===== config.mk =====
export PLATFORM = sky130hd
export DESIGN_NAME = hazard_ctrl
export DESIGN_NICKNAME = d
export VERILOG_FILES = /design/src/rtl/hazard_ctrl.sv
export SDC_FILE = /design/constraint.sdc
export NUM_CORES = 1
export LEC_CHECK = 0
export CAP_MARGIN = 20
export CORE_UTILIZATION = 40
export DETAILED_ROUTE_END_ITERATION = 10
export PLACE_DENSITY = 0.78
export RECOVER_POWER = 100
export SETUP_SLACK_MARGIN = 0.02
export SYNTH_ARGS = -nofsm -noshare
export SYNTH_HDL_FRONTEND = slang
export SYNTH_SLANG_ARGS = --single-unit
export TNS_END_PERCENT = 1

===== constraint.sdc =====
create_clock -name clk -period 3.97 [get_ports clk]
set_input_delay 0.5955 -clock clk [delete_from_list [all_inputs] [get_ports clk]]
set_output_delay 0.5955 -clock clk [all_outputs]
set_load 0.1 [all_outputs]

===== src/rtl/hazard_ctrl.sv =====
// -----------------------------------------------------------------------------
// hazard_ctrl
// Pipeline hazard controller for the 5-stage RV32 core. Every cycle it decides
// which pipeline registers hold, which take a bubble, and whether the PC
// redirects. Four situations are handled, in priority order: data-memory wait
// states (whole-pipe freeze), a fixed-latency mul/div occupying EX, taken
// branches, and load-use hazards. Stall and flush performance counters are kept.
//
// Parameters
//   MULDIV_LAT   total cycles a mul/div occupies EX (legal 2..16)
//
// Ports
//   clk, rst                      clock, synchronous active-high reset
//   ex_is_load, id_ex_rd          load in EX and its destination register
//   if_id_rs1/rs2, id_uses_rs1/2  source registers of ID and whether they are read
//   branch_taken                  EX resolved a taken branch/jump
//   muldiv_req                    EX holds a mul/div op
//   dmem_busy                     MEM access not complete this cycle
//   *_stall                       hold the named pipeline register
//   *_flush                       load a bubble into the named register
//   pc_redirect                   select branch target for the PC
//   muldiv_done                   mul/div result valid, EX advances
//   stall_cycles, flush_count     32-bit wrapping performance counters
// -----------------------------------------------------------------------------
module hazard_ctrl #(
    parameter int MULDIV_LAT = 4
) (
    input  logic        clk,
    input  logic        rst,
    input  logic        ex_is_load,
    input  logic [4:0]  id_ex_rd,
    input  logic [4:0]  if_id_rs1,
    input  logic [4:0]  if_id_rs2,
    input  logic        id_uses_rs1,
    input  logic        id_uses_rs2,
    input  logic        branch_taken,
    input  logic        muldiv_req,
    input  logic        dmem_busy,
    output logic        pc_stall,
    output logic        if_id_stall,
    output logic        id_ex_stall,
    output logic        ex_mem_stall,
    output logic        if_id_flush,
    output logic        id_ex_flush,
    output logic        ex_mem_flush,
    output logic        mem_wb_flush,
    output logic        pc_redirect,
    output logic        muldiv_done,
    output logic [31:0] stall_cycles,
    output logic [31:0] flush_count
);

    typedef enum logic {
        ST_RUN     = 1'b0,
        ST_MD_WAIT = 1'b1
    } state_t;

    // The request cycle and the done cycle are not counted down, hence -2.
    localparam logic [3:0] LP_CNT_LOAD = 4'(MULDIV_LAT - 2);

    state_t      r_state;
    state_t      w_state_next;
    logic [3:0]  r_cnt;
    logic [3:0]  w_cnt_next;
    logic [31:0] r_stall_cycles;
    logic [31:0] r_flush_count;
    logic        w_load_use;
    logic        w_flush_inc;

    // A load writing x0 never creates a hazard; unused source fields are ignored.
    assign w_load_use = ex_is_load && (id_ex_rd != 5'd0) &&
                        (((id_ex_rd == if_id_rs1) && id_uses_rs1) ||
                         ((id_ex_rd == if_id_rs2) && id_uses_rs2));

    always_ff @(posedge clk) begin
        if (rst) begin
            r_state        <= ST_RUN;
            r_cnt          <= 4'd0;
            r_stall_cycles <= 32'd0;
            r_flush_count  <= 32'd0;
        end else begin
            r_state <= w_state_next;
            r_cnt   <= w_cnt_next;
            if (pc_stall) begin
                r_stall_cycles <= r_stall_cycles + 32'd1;
            end
            if (w_flush_inc) begin
                r_flush_count <= r_flush_count + 32'd1;
            end
        end
    end

    always_comb begin
        w_state_next = r_state;
        w_cnt_next   = r_cnt;
        w_flush_inc  = 1'b0;
        pc_stall     = 1'b0;
        if_id_stall  = 1'b0;
        id_ex_stall  = 1'b0;
        ex_mem_stall = 1'b0;
        if_id_flush  = 1'b0;
        id_ex_flush  = 1'b0;
        ex_mem_flush = 1'b0;
        mem_wb_flush = 1'b0;
        pc_redirect  = 1'b0;
        muldiv_done  = 1'b0;

        if (rst) begin
            // Bubble everything; the registered state is cleared by the reset edge.
            if_id_flush  = 1'b1;
            id_ex_flush  = 1'b1;
            ex_mem_flush = 1'b1;
            mem_wb_flush = 1'b1;
            w_state_next = ST_RUN;
            w_cnt_next   = 4'd0;
        end else if (dmem_busy) begin
            // Whole-pipe freeze: state and cnt hold, so a mul/div is stretched.
            pc_stall     = 1'b1;
            if_id_stall  = 1'b1;
            id_ex_stall  = 1'b1;
            ex_mem_stall = 1'b1;
            mem_wb_flush = 1'b1;
        end else if (r_state == ST_MD_WAIT) begin
            if (r_cnt != 4'd0) begin
                pc_stall     = 1'b1;
                if_id_stall  = 1'b1;
                id_ex_stall  = 1'b1;
                ex_mem_flush = 1'b1;
                w_cnt_next   = r_cnt - 4'd1;
            end else begin
                muldiv_done  = 1'b1;
                w_state_next = ST_RUN;
            end
        end else if (muldiv_req) begin
            pc_stall     = 1'b1;
            if_id_stall  = 1'b1;
            id_ex_stall  = 1'b1;
            ex_mem_flush = 1'b1;
            w_cnt_next   = LP_CNT_LOAD;
            w_state_next = ST_MD_WAIT;
        end else if (branch_taken) begin
            // A coincident load-use belongs to the wrong path and is dropped.
            pc_redirect = 1'b1;
            if_id_flush = 1'b1;
            id_ex_flush = 1'b1;
            w_flush_inc = 1'b1;
        end else if (w_load_use) begin
            pc_stall    = 1'b1;
            if_id_stall = 1'b1;
            id_ex_flush = 1'b1;
        end
    end

    assign stall_cycles = r_stall_cycles;
    assign flush_count  = r_flush_count;

endmodule

# Yosys cells after proc, flatten, opt, wreduce, memory -nomap -nowiden

Cells that the tools add are included.
Widths: inputs -> output; s select.

Logic and storage cells: 54
Input port bits: 23
Register bits: 69
Output and inout port bits: 74

Equality and inequality tests: 3
Reduce and logical (&&, ||, !) cells: 9
Add/subtract/negate cells: 3
Muxes and demuxes: 34
Bitwise gates (word level): 1

Operator list:

| cell                  | number |
|---|---|
| $add 32x1->32 const B | 2 |
| $mux 1                | 31 |
| $mux 4                | 3 |
| $eq 5x5->1            | 2 |
| $reduce_bool 5->1     | 1 |
| $logic_and 1x1->1     | 4 |
| $reduce_bool 4->1     | 1 |
| $sub 4x1->4 const B   | 1 |
| $reduce_and 3->1      | 1 |
| $ne 2x1->1 const B    | 1 |
| $reduce_bool 2->1     | 1 |
| $logic_or 1x1->1      | 1 |
| $not 1->1             | 1 |

# Depth between registers and ports, before layout

Gate-level depths: netlist of the first run.

Word-level depth: 10
Gate-level depth with buffers: 9
Mapped depth without buffers: 8

# Worst setup path after synthesis of the first run

OpenSTA, ideal clock, no wires.

Path kind: input port to output port
Start point: input port id_ex_rd[1]
End point: output port pc_stall
Data arrival time: 3372 ps
Stages: 8
Data required time: 3374 ps
Slack: 2 ps
Path buffers: 3
Cell sequence: xnor2_1 nand4_1 o22ai_1 a311oi_4 buf_6 buf_12 nor2_1 buf_4

Longest elaborated chain between the ends: 10
Elaborated cells between the ends (all ways): 14
Those cells by class: 2 x eq/ne; 6 x mux; 6 x reduce/logical

RTL lines:

| item                                        | line   | RTL |
|---|---|---|
| start: declaration                          | 31     | `input logic [4:0] id_ex_rd,` |
| $eq 5x5->1, on equally long branches        | 72, 73 |  |
| $logic_and 1x1->1, on equally long branches | 72, 73 |  |
| $logic_or 1x1->1                            | 72     | `(((id_ex_rd == if_id_rs1) && id_uses_rs1) \|\|` |
| $logic_and 1x1->1 (*)                       | 71     | `assign w_load_use = ex_is_load && (id_ex_rd != 5'd0) &&` |
| $mux 1 (*) (6 in a row)                     | -      |  |
| end: declaration                            | 39     | `output logic pc_stall,` |

Mark *: on every way between the ends. The rest lies on a longest branch, timed or not.

# Worst setup path after layout of the first run

Start point: input port dmem_busy
End point: output port if_id_flush

Longest elaborated chain between the ends: 2

RTL lines:

| item               | line | RTL |
|---|---|---|
| start: declaration | 38   | `input logic dmem_busy,` |
| $mux 1             | 116  | `end else if (dmem_busy) begin` |
| $mux 1             | 108  | `if (rst) begin` |
| end: declaration   | 43   | `output logic if_id_flush,` |

Every way passes these cells.

==> out/metrics.cfg, run 1 <==
[outcome]
status = finished clean

[setup_path]
cp-start-kind = input pin
r2r_end = stall_cycles[15]
criticalPathCategory = in2out
cp_max_fo = 10
worstReg2RegStart = r_cnt[0]
critPathCaptureType = output pin
r2r_slack_ns = 1.21
worst_r2r_path_depth = 8
critPathCapture = if_id_flush
crit_required_ns = 3.37
crit_path_start = dmem_busy
arrival_ns = 2.77
cpMaxStageDelayCell = clkbuf_1
path_cells = dlygate4sd3_1 > nor3_1 > nand2_1 > nand2b_1 > clkbuf_1
max_stage_delay_ns = 0.87

[synthesis]
synth.most_common_cell = dfxtp_1
postSynthAreaPerCell_um2 = 8.228
async_reset_ff_share_pct = 0
yosys.area_share.adder_pct = 1.068
synth.area.top_cells = dfxtp_1, xnor2_1, a21oi_1
ys.warnings.count = 0
yosys.area.top_type = dfxtp_1
synth_top_family_by_area = simple AND/OR/NAND/NOR gates
synth_edf_count = 0
yosysTopAreaCellShare_pct = 39.32
synthMuxAreaShare_pct = 0.5698
yosys.area_share.simple_pct = 31.23
ys.flop_type = dfxtp_1
syn_nets = 453
ys_types = 45
synth_compound_area_share_pct = 13.43
yosys_register_bits = 69
synthCells = 427
synth-xor-area-share_pct = 9.224
syn_area_um2 = 3513
synth_commonest_cells = dfxtp_1, nor2_1, a21oi_1, nand2_1, or3_1
yosysSeqAreaShare_pct = 39.32

[clock_network]
clockBufferDepth = 2
clk_pin_slew_ns = 0.07
cts-root-buf = clkbuf_8
post_cts_buffers = 0
cts_made_buffers = 9
htree_levels = 3
cts-hold-fix-buffers = 0
cts_sinks = 69
clk_latency_ns = 0.33
cts_tree = yes
cts_resized = 0

[layout]
area_growth_syn_to_layout_pct = 29.81
n_antenna_cell = 0
stdcell_count = 619
drive_gt1_share_pct = 5.253
nNetsFinal = 537
utilization_pct = 54.68
finalInstanceArea_um2 = 4561

[drt]
post_drt_wl_per_cell_um = 13.86
first_pass_iters = 4
totalWireLength_um = 8578
viasPerCell = 5.498
antenna_left = 0
drt_iter0_drc = 98
vias = 3403
drc = 0

[placement]
place.gp.congestion = 0.8053
place_inst = 605
place_ws_ns = 0.8656
io_buffers = 96
dp_hpwl_um = 6054
placed_cell_area_um2 = 4478

[global_route]
grt.total_usage_pct = 19.82
antenna_found_initial = 0
grt_pass1_wl_um = 14340
grt_max_degree = 63
grt_pass1_vias = 3085
grt_overflow = 0

[job]
maxCapViolCount = 0

[pwr]
finalPower_mw = 1.411
power_density_nw_per_um2 = 309.4
ir_drop_uv = 148.3
leakage_nw = 1.658

[sta]
fin_skew_ns = 0.008958
post-route-period-util_pct = 84.86
slew-limit-headroom_pct = 20.84
fin_crit_ns = 3.369
grt_setup_unrepaired = false
worst_slew_pin_slew_ns = 1.171
finalHoldViolCount = 0
setup_tns_ns = 0
finalWorstSetupSlack_ns = 0.6011
slew_violations = 0
fin_hold_ws_ns = 0.4939
timing.fmax_mhz = 296.8
final-setup-viol-count = 0

[hold_path]
holdPathStages = 2
min_from = stall_cycles[31]
hold_path_class = reg2reg

[floorplan]
die_width_um = 95.72
rows = 33
io_pins = 97
initial_core_util_pct = 42.12
fp.dieH_um = 95.72
dieArea_um2 = 9162
design.core.area_um2 = 8341

==> kinds of logic (layout without fill, tap and decap cells) <==
family | Yosys count | in the layout
fa+ha+maj | 3 | 3
compound gates | 82 | 82
buf+inv | 35 | 122
xor+xnor | 37 | 37
simple gates | 199 | 199
mux | 2 | 2
flops | 69 | 69
==> registers in the layout, indices dropped and copies added (netlist names) <==
name / flops
r_cnt: 4
stall_cycles: 32
r_state: 1
flush_count: 32
==> power by group <==
group	internal, mW	switching (mW)
sequential	0.699	0.00995
clock	0.253	0.256
combinational	0.0535	0.140
total	1.01	0.406
==> worst min-delay path by stage <==
stage / end
global placement: stall_cycles[31]
global route: stall_cycles[31]
finish: stall_cycles[31]
floorplan: r_cnt[3]
CTS: stall_cycles[31]
detailed placement: stall_cycles[31]
==> per-layer routing <==
layer | vias up | track usage (%) | share of wire (%)
li1 | 1705 | - | -
met1 | 1595 | 26.46 | 46
met2 | 93 | 31.61 | 49
met3 | 10 | 3.870 | 4.4
met4 | 0 | 7.463 | 1.3
met5 | - | 0 | 0
==> layout make-up <==
type	count	area (µm²)
Fill cell	796	3780
Multi-Input combinational cell	323	1932
Tap cell	105	131.4
Clock inverter	2	10.01
Timing Repair Buffer	99	917.1
Clock buffer	12	155.1
Inverter	9	33.78
Sequential cell	69	1381
==> worst max-delay path, delay by kind of cell <==
kind | cells | cell delay [ns]
buffers and inverters | 2 | 1.55
AND/OR/NAND/NOR | 3 | 0.62
==> cell usage in the layout (no fill, tap or decap), types with 2 or more instances in the layout <==
cell type	n
a21oi_1	39
and2_1	3
and3_1	11
and4_1	7
buf_4	2
clkbuf_1	8
clkbuf_2	4
clkbuf_8	11
clkdlybuf4s50_1	19
clkinv_2	2
dfxtp_1	69
dlygate4sd3_1	66
ha_1	3
inv_1	9
mux2i_1	2
nand2_1	30
nand2b_1	2
nand3_1	20
nand4_1	20
nor2_1	43
nor3_1	10
nor3b_1	2
nor4_1	4
nor4b_1	2
o21ai_0	26
o31ai_1	9
or2_2	2
or3_1	28
or4_1	10
xnor2_1	23
xor2_1	14
(Power assumes the default switching activity.)
==> inputs of run 2 (changes only) <==
--- a/config.mk
+++ b/config.mk
@@ -8,7 +8,7 @@
 export CAP_MARGIN = 20
 export CORE_UTILIZATION = 40
 export DETAILED_ROUTE_END_ITERATION = 10
-export PLACE_DENSITY = 0.78
+export PLACE_DENSITY = 0.81
 export RECOVER_POWER = 100
 export SETUP_SLACK_MARGIN = 0.02
 export SYNTH_ARGS = -nofsm -noshare
==> constraint.sdc (replaced) <==
create_clock -name clk -period 2.8 [get_ports clk]
set_input_delay 0.42 -clock clk [delete_from_list [all_inputs] [get_ports clk]]
set_output_delay 0.42 -clock clk [all_outputs]
set_load 0.1 [all_outputs]
==> out/metrics.cfg, run 2 (synthesis results as in run 1) <==
[clock_network]
clk_pin_slew_ns = 0.07  ; about the same
cts-root-buf = clkbuf_8
cts_sinks = 69  ; unchanged
cts_tree = yes
htree_levels = 3  ; unchanged
cts_made_buffers = 9  ; unchanged
clk_latency_ns = 0.33  ; about the same
cts-hold-fix-buffers = 0  ; unchanged
clockBufferDepth = 2  ; unchanged

[layout]
stdcell_count = 627  ; +1.3%
n_antenna_cell = 0  ; unchanged
layout_commonest_cell = clkbuf_1
drive_gt1_share_pct = 6.897  ; +1.6 points
utilization_pct = 51.40  ; -3.3 points
area_growth_syn_to_layout_pct = 22.01
layout_common_cells = clkbuf_1, dfxtp_1, nor2_1
finalInstanceArea_um2 = 4287  ; -6.0%
nNetsFinal = 545  ; +1.5%

[drt]
first_pass_iters = 4  ; unchanged
vias = 3465  ; +1.8%
viasPerCell = 5.526  ; +0.52%
post_drt_wl_per_cell_um = 14.15  ; +2.1%
antenna_left = 0  ; unchanged
wl_met3_um = 507  ; +34%
wl_met1_um = 3820  ; -2.4%
top_layer = met4
drc = 0  ; unchanged
drt_iter0_drc = 190  ; +94%
wl_met2_um = 4401  ; +5.4%
totalWireLength_um = 8870  ; +3.4%

[pwr]
power_density_nw_per_um2 = 493.5  ; +60%
finalPower_mw = 2.116  ; +50%
leakage_nw = 1.377  ; -17%
ir_drop_uv = 262.7  ; +77%

[floorplan]
die_width_um = 95.72  ; unchanged
io_pins = 97  ; unchanged
dieArea_um2 = 9162  ; unchanged
design.core.area_um2 = 8341  ; unchanged
rows = 33  ; unchanged
fp.dieH_um = 95.72  ; unchanged
initial_core_util_pct = 42.12  ; unchanged

[hold_path]
hold_path_class = in2reg

[setup_path]
arrival_ns = 2.22  ; -0.55 ns
criticalPathCategory = in2out
crit_required_ns = 2.38  ; -0.99 ns
cp_max_fo = 3  ; -7
cp-start-kind = input pin
critPathCaptureType = output pin
cpMaxStageDelayCell = or4_1
r2r_slack_ns = 0.26  ; -0.95 ns
path_cells = clkdlybuf4s50_1 > or4_1 > o21a_1 > a311oi_4 > nor2_2 > buf_6
max_stage_delay_ns = 0.49  ; -0.38 ns

[placement]
place_inst = 613  ; +1.3%
io_buffers = 96  ; unchanged
place.gp.congestion = 0.7528  ; -6.5%
dp_hpwl_um = 6498  ; +7.3%
placed_cell_area_um2 = 4496  ; +0.39%

[global_route]
grt_overflow = 0  ; unchanged
grt_pass1_vias = 3132  ; +1.5%
grt.total_usage_pct = 19.93  ; +0.11 points
grt_max_degree = 37  ; -41%
antenna_found_initial = 0  ; unchanged
grt_pass1_wl_um = 14310  ; -0.20%

[sta]
setup_tns_ns = 0  ; unchanged
grt_setup_unrepaired = false
finalHoldViolCount = 0  ; unchanged
slew-limit-headroom_pct = 20.60  ; -0.24 points
slew_violations = 0  ; unchanged
fin_skew_ns = 0.007919  ; -0.001038 ns
post-route-period-util_pct = 94.36
final-setup-viol-count = 0  ; unchanged
fin_crit_ns = 2.642
worst_slew_pin_slew_ns = 1.196  ; +0.02523 ns
timing.fmax_mhz = 378.5

[outcome]
status = finished clean

[job]
maxCapViolCount = 0  ; unchanged

run 2: changes by cell type in the layout (fill, tap and decap cells not counted), sizes merged:
cell / change
clkbuf: +66
dlygate4sd3: -65
buf: +7
clkinv: -2
dlymetal6s2s: +2
bufinv: +1
clkdlybuf4s50: -1
run 2: path summary, 6_finish.rpt:
path	depth (start not counted)	end	from
max	6	if_id_stall	id_ex_rd[3]
max reg2reg	9	stall_cycles[18]	r_cnt[0]
min	2	flush_count[2]	rst
min reg2reg	2	stall_cycles[31]	stall_cycles[31]
run 2: through the flow:
step	hold WS (ns)	setup slack, ns
2_1_floorplan	0.4582	-0.3198
3_3_place_gp	0.4733	0.01627
3_5_place_dp	0.4837	-0.1038
4_1_cts	0.4705	0.06276
5_1_grt	0.4732	0.04426
6_report	0.4768	0.1579
run 2: cell type report:
cell class,count,area (µm²)
clock buffers,13,168.9
clock inverters,1,30.03
fillers,830,4054
inverters,9,33.78
multi-input cells,323,1932
flip-flops and latches,69,1381
well taps,105,131.4
repair buffers,107,609.3
run 2: layer usage:
metal / vias up / global-route usage [%]
li1: 1716 / -
met1: 1628 / 23.92
met2: 110 / 34.52
met3: 11 / 5.213
met4: 0 / 6.592
met5: - / 0
run 2: critical path, delay by kind of cell:
family	cells	cell delay, ns
buffers and inverters	2	0.66
and+or+nand+nor	2	0.58
AOI/OAI and AO/OA	2	0.56
run 2: power breakdown:
part | internal [mW] | switching, mW
clock network | 0.476 | 0.349
logic | 0.0806 | 0.204
registers | 0.991 | 0.0150
total | 1.55 | 0.568
run 2: timing repair:
item                                    4_1_cts  5_1_grt
hold endpoints to repair                      0        0
endpoints found under the setup margin        0        2
setup buffers                                 0        0
gates resized for setup                       0        2
==> inputs of run 3 (changes only) <==
--- a/config.mk
+++ b/config.mk
@@ -5,10 +5,11 @@
 export SDC_FILE = /design/constraint.sdc
 export NUM_CORES = 1
 export LEC_CHECK = 0
+export ABC_AREA = 1
 export CAP_MARGIN = 20
-export CORE_UTILIZATION = 40
+export CORE_UTILIZATION = 46
 export DETAILED_ROUTE_END_ITERATION = 10
-export PLACE_DENSITY = 0.81
+export PLACE_DENSITY = 0.87
 export RECOVER_POWER = 100
 export SETUP_SLACK_MARGIN = 0.02
 export SYNTH_ARGS = -nofsm -noshare
==> out/metrics.cfg, run 3 <==
[outcome]
status = finished clean

[drt]
first_pass_iters = 5  ; +1
totalWireLength_um = 11710  ; +32%
antenna_left = 0  ; unchanged
drc = 0  ; unchanged
drt_iter0_drc = 235  ; +24%
viasPerCell = 5.156  ; -6.7%
vias = 4857  ; +40%
post_drt_wl_per_cell_um = 12.43  ; -12%

[synthesis]
async_reset_ff_share_pct = 0  ; unchanged
syn_area_um2 = 4380  ; +25%
ys.flop_type = dfxtp_1
synth_edf_count = 0  ; unchanged
yosysTopAreaCellShare_pct = 31.53  ; -7.8 points
syn_nets = 740  ; +63%
yosys.area.top_type = dfxtp_1
ys.warnings.count = 0  ; unchanged
synth.most_common_cell = nand2_1
synth.area.top_cells = dfxtp_1, nand2_1, nor2_1
postSynthAreaPerCell_um2 = 6.135  ; -25%
synthCells = 714  ; +67%
synth_commonest_cells = nand2_1, nor2_1, dfxtp_1, inv_1
yosys_register_bits = 69  ; unchanged
ys_types = 38  ; -16%
yosysSeqAreaShare_pct = 31.53  ; -7.8 points

[setup_path]
criticalPathCategory = in2out
critPathCaptureType = output pin
worstReg2RegStart = r_cnt[0]
cp_max_fo = 12  ; +9
worst_r2r_path_depth = 12  ; +3
crit_required_ns = 2.38  ; about the same
arrival_ns = 2.10  ; -0.12 ns
r2r_slack_ns = 0.51  ; +0.25 ns
cp-start-kind = input pin
r2r_end = stall_cycles[3]

[sta]
finalWorstSetupSlack_ns = 0.2789  ; +0.1210 ns
fin_skew_ns = 0.01382  ; +0.005899 ns
timing.fmax_mhz = 396.6  ; +4.8%
fin_hold_ws_ns = 0.4764  ; -0.0004120 ns
slew-limit-headroom_pct = 20.54  ; -0.061 points
post-route-period-util_pct = 90.04  ; -4.3 points
slew_violations = 0  ; unchanged
setup_tns_ns = 0  ; unchanged
finalHoldViolCount = 0  ; unchanged
grt_setup_unrepaired = false
worst_slew_pin_slew_ns = 1.197  ; +0.0009219 ns
fin_crit_ns = 2.521  ; -0.1210 ns
final-setup-viol-count = 0  ; unchanged

[clock_network]
clockBufferDepth = 2  ; unchanged
cts_made_buffers = 9  ; unchanged
post_cts_buffers = 0  ; unchanged
cts_resized = 0  ; unchanged
cts-root-buf = clkbuf_8
clk_latency_ns = 0.35  ; +0.02 ns
cts_tree = yes
cts_sinks = 69  ; unchanged
htree_levels = 3  ; unchanged
clk_pin_slew_ns = 0.08  ; about the same
cts-hold-fix-buffers = 0  ; unchanged

[hold_path]
holdPathStages = 2  ; unchanged
min_from = rst
hold_path_class = in2reg
min_to = flush_count[20]

[floorplan]
initial_core_util_pct = 47.41  ; +5.3 points
rows = 35  ; +6.1%
design.core.area_um2 = 9240  ; +11%
dieArea_um2 = 9917  ; +8.2%
io_pins = 97  ; unchanged
fp.dieH_um = 99.59  ; +4.0%
die_width_um = 99.59  ; +4.0%

[global_route]
grt_pass1_wl_um = 19910  ; +39%
antenna_found_initial = 0  ; unchanged
grt_max_degree = 42  ; +14%
grt.total_usage_pct = 24.76  ; +4.8 points
grt_pass1_vias = 4519  ; +44%
grt_overflow = 0  ; unchanged

[job]
maxCapViolCount = 0  ; unchanged

[pwr]
leakage_nw = 1.915  ; +39%
power_density_nw_per_um2 = 419.0  ; -15%
ir_drop_uv = 308.7  ; +17%
finalPower_mw = 2.174  ; +2.8%

[layout]
nNetsFinal = 834  ; +53%
finalInstanceArea_um2 = 5190  ; +21%
area_growth_syn_to_layout_pct = 18.48
drive_gt1_share_pct = 5.535  ; -1.4 points
n_antenna_cell = 0  ; unchanged
layout_commonest_cell = nand2_1
utilization_pct = 56.17  ; +4.8 points
layout_common_cells = nand2_1, nor2_1, dfxtp_1
stdcell_count = 942  ; +50%

[placement]
dp_hpwl_um = 8769  ; +35%
io_buffers = 96  ; unchanged
placed_cell_area_um2 = 5381  ; +20%
place.gp.congestion = 0.9387  ; +25%
place_inst = 926  ; +51%
place_ws_ns = 0.3475  ; +0.4513 ns

## run 3: cell count changes after synthesis, sizes merged, moves of 12 or more
cell	change
a21oi	+15
inv	+50
nand2	+222
nand3	+36
nand3b	+13
nand4	-12
nor2	+59
nor3	+17
o21ai	-16
or3	-28
xnor2	-14
## run 3: logic make-up after synthesis
logic type	share of synthesized area (%)
AND/OR/NAND/NOR	46.53
flip-flops	31.53
buffers and inverters	7.541
AO/OA/AOI/OAI	8.540
XOR/XNOR	4.999
adder cells (fa/ha/maj)	0.8570
## run 3: power breakdown
part | switching [mW] | total (mW) | internal [mW] | leakage [nW]
Clock | 0.391 | 0.851 | 0.460 | 0.102
Sequential | 0.0143 | 1.01 | 0.994 | 0.557
Combinational | 0.230 | 0.315 | 0.0855 | 1.26
Total | 0.635 | 2.17 | 1.54 | 1.91
## run 3: routing by layer
| layer | global-route usage [%] | share of wire [%] |
|---|---|---|
| met1 | 29.48 | 43 |
| met5 | 0 | 0 |
| met3 | 4.638 | 6.2 |
| met4 | 8.710 | 1.9 |
| met2 | 44.39 | 48 |
## run 3: critical path, stage by stage
cell and delay (ns):
dlygate4sd3_1 0.57, inv_1 0.16, nand3_1 0.17, nor2_1 0.31
buf_4 0.27, buf_12 0.19
## run 3: cell type report
class / instances / area [µm²]
fill: 982 / 4050
clock buffer: 11 / 151.4
clock inverter: 5 / 58.81
multi-input combinational: 565 / 2610
sequential: 69 / 1381
timing repair buffer: 103 / 600.6
inverter: 60 / 226.5
tap: 129 / 161.4
## run 3: how the worst max path moves through the flow
stage,start,end,slack (ns),depth (start not counted)
5_1_grt,r_cnt[0],ex_mem_flush,0.13,8
3_3_place_gp,id_ex_rd[0],pc_stall,0.41,12
3_5_place_dp,id_ex_rd[3],pc_stall,0.35,12
2_1_floorplan,rst,muldiv_done,0.04,5
6_report,dmem_busy,pc_redirect,0.28,6
4_1_cts,r_cnt[0],pc_stall,0.35,10
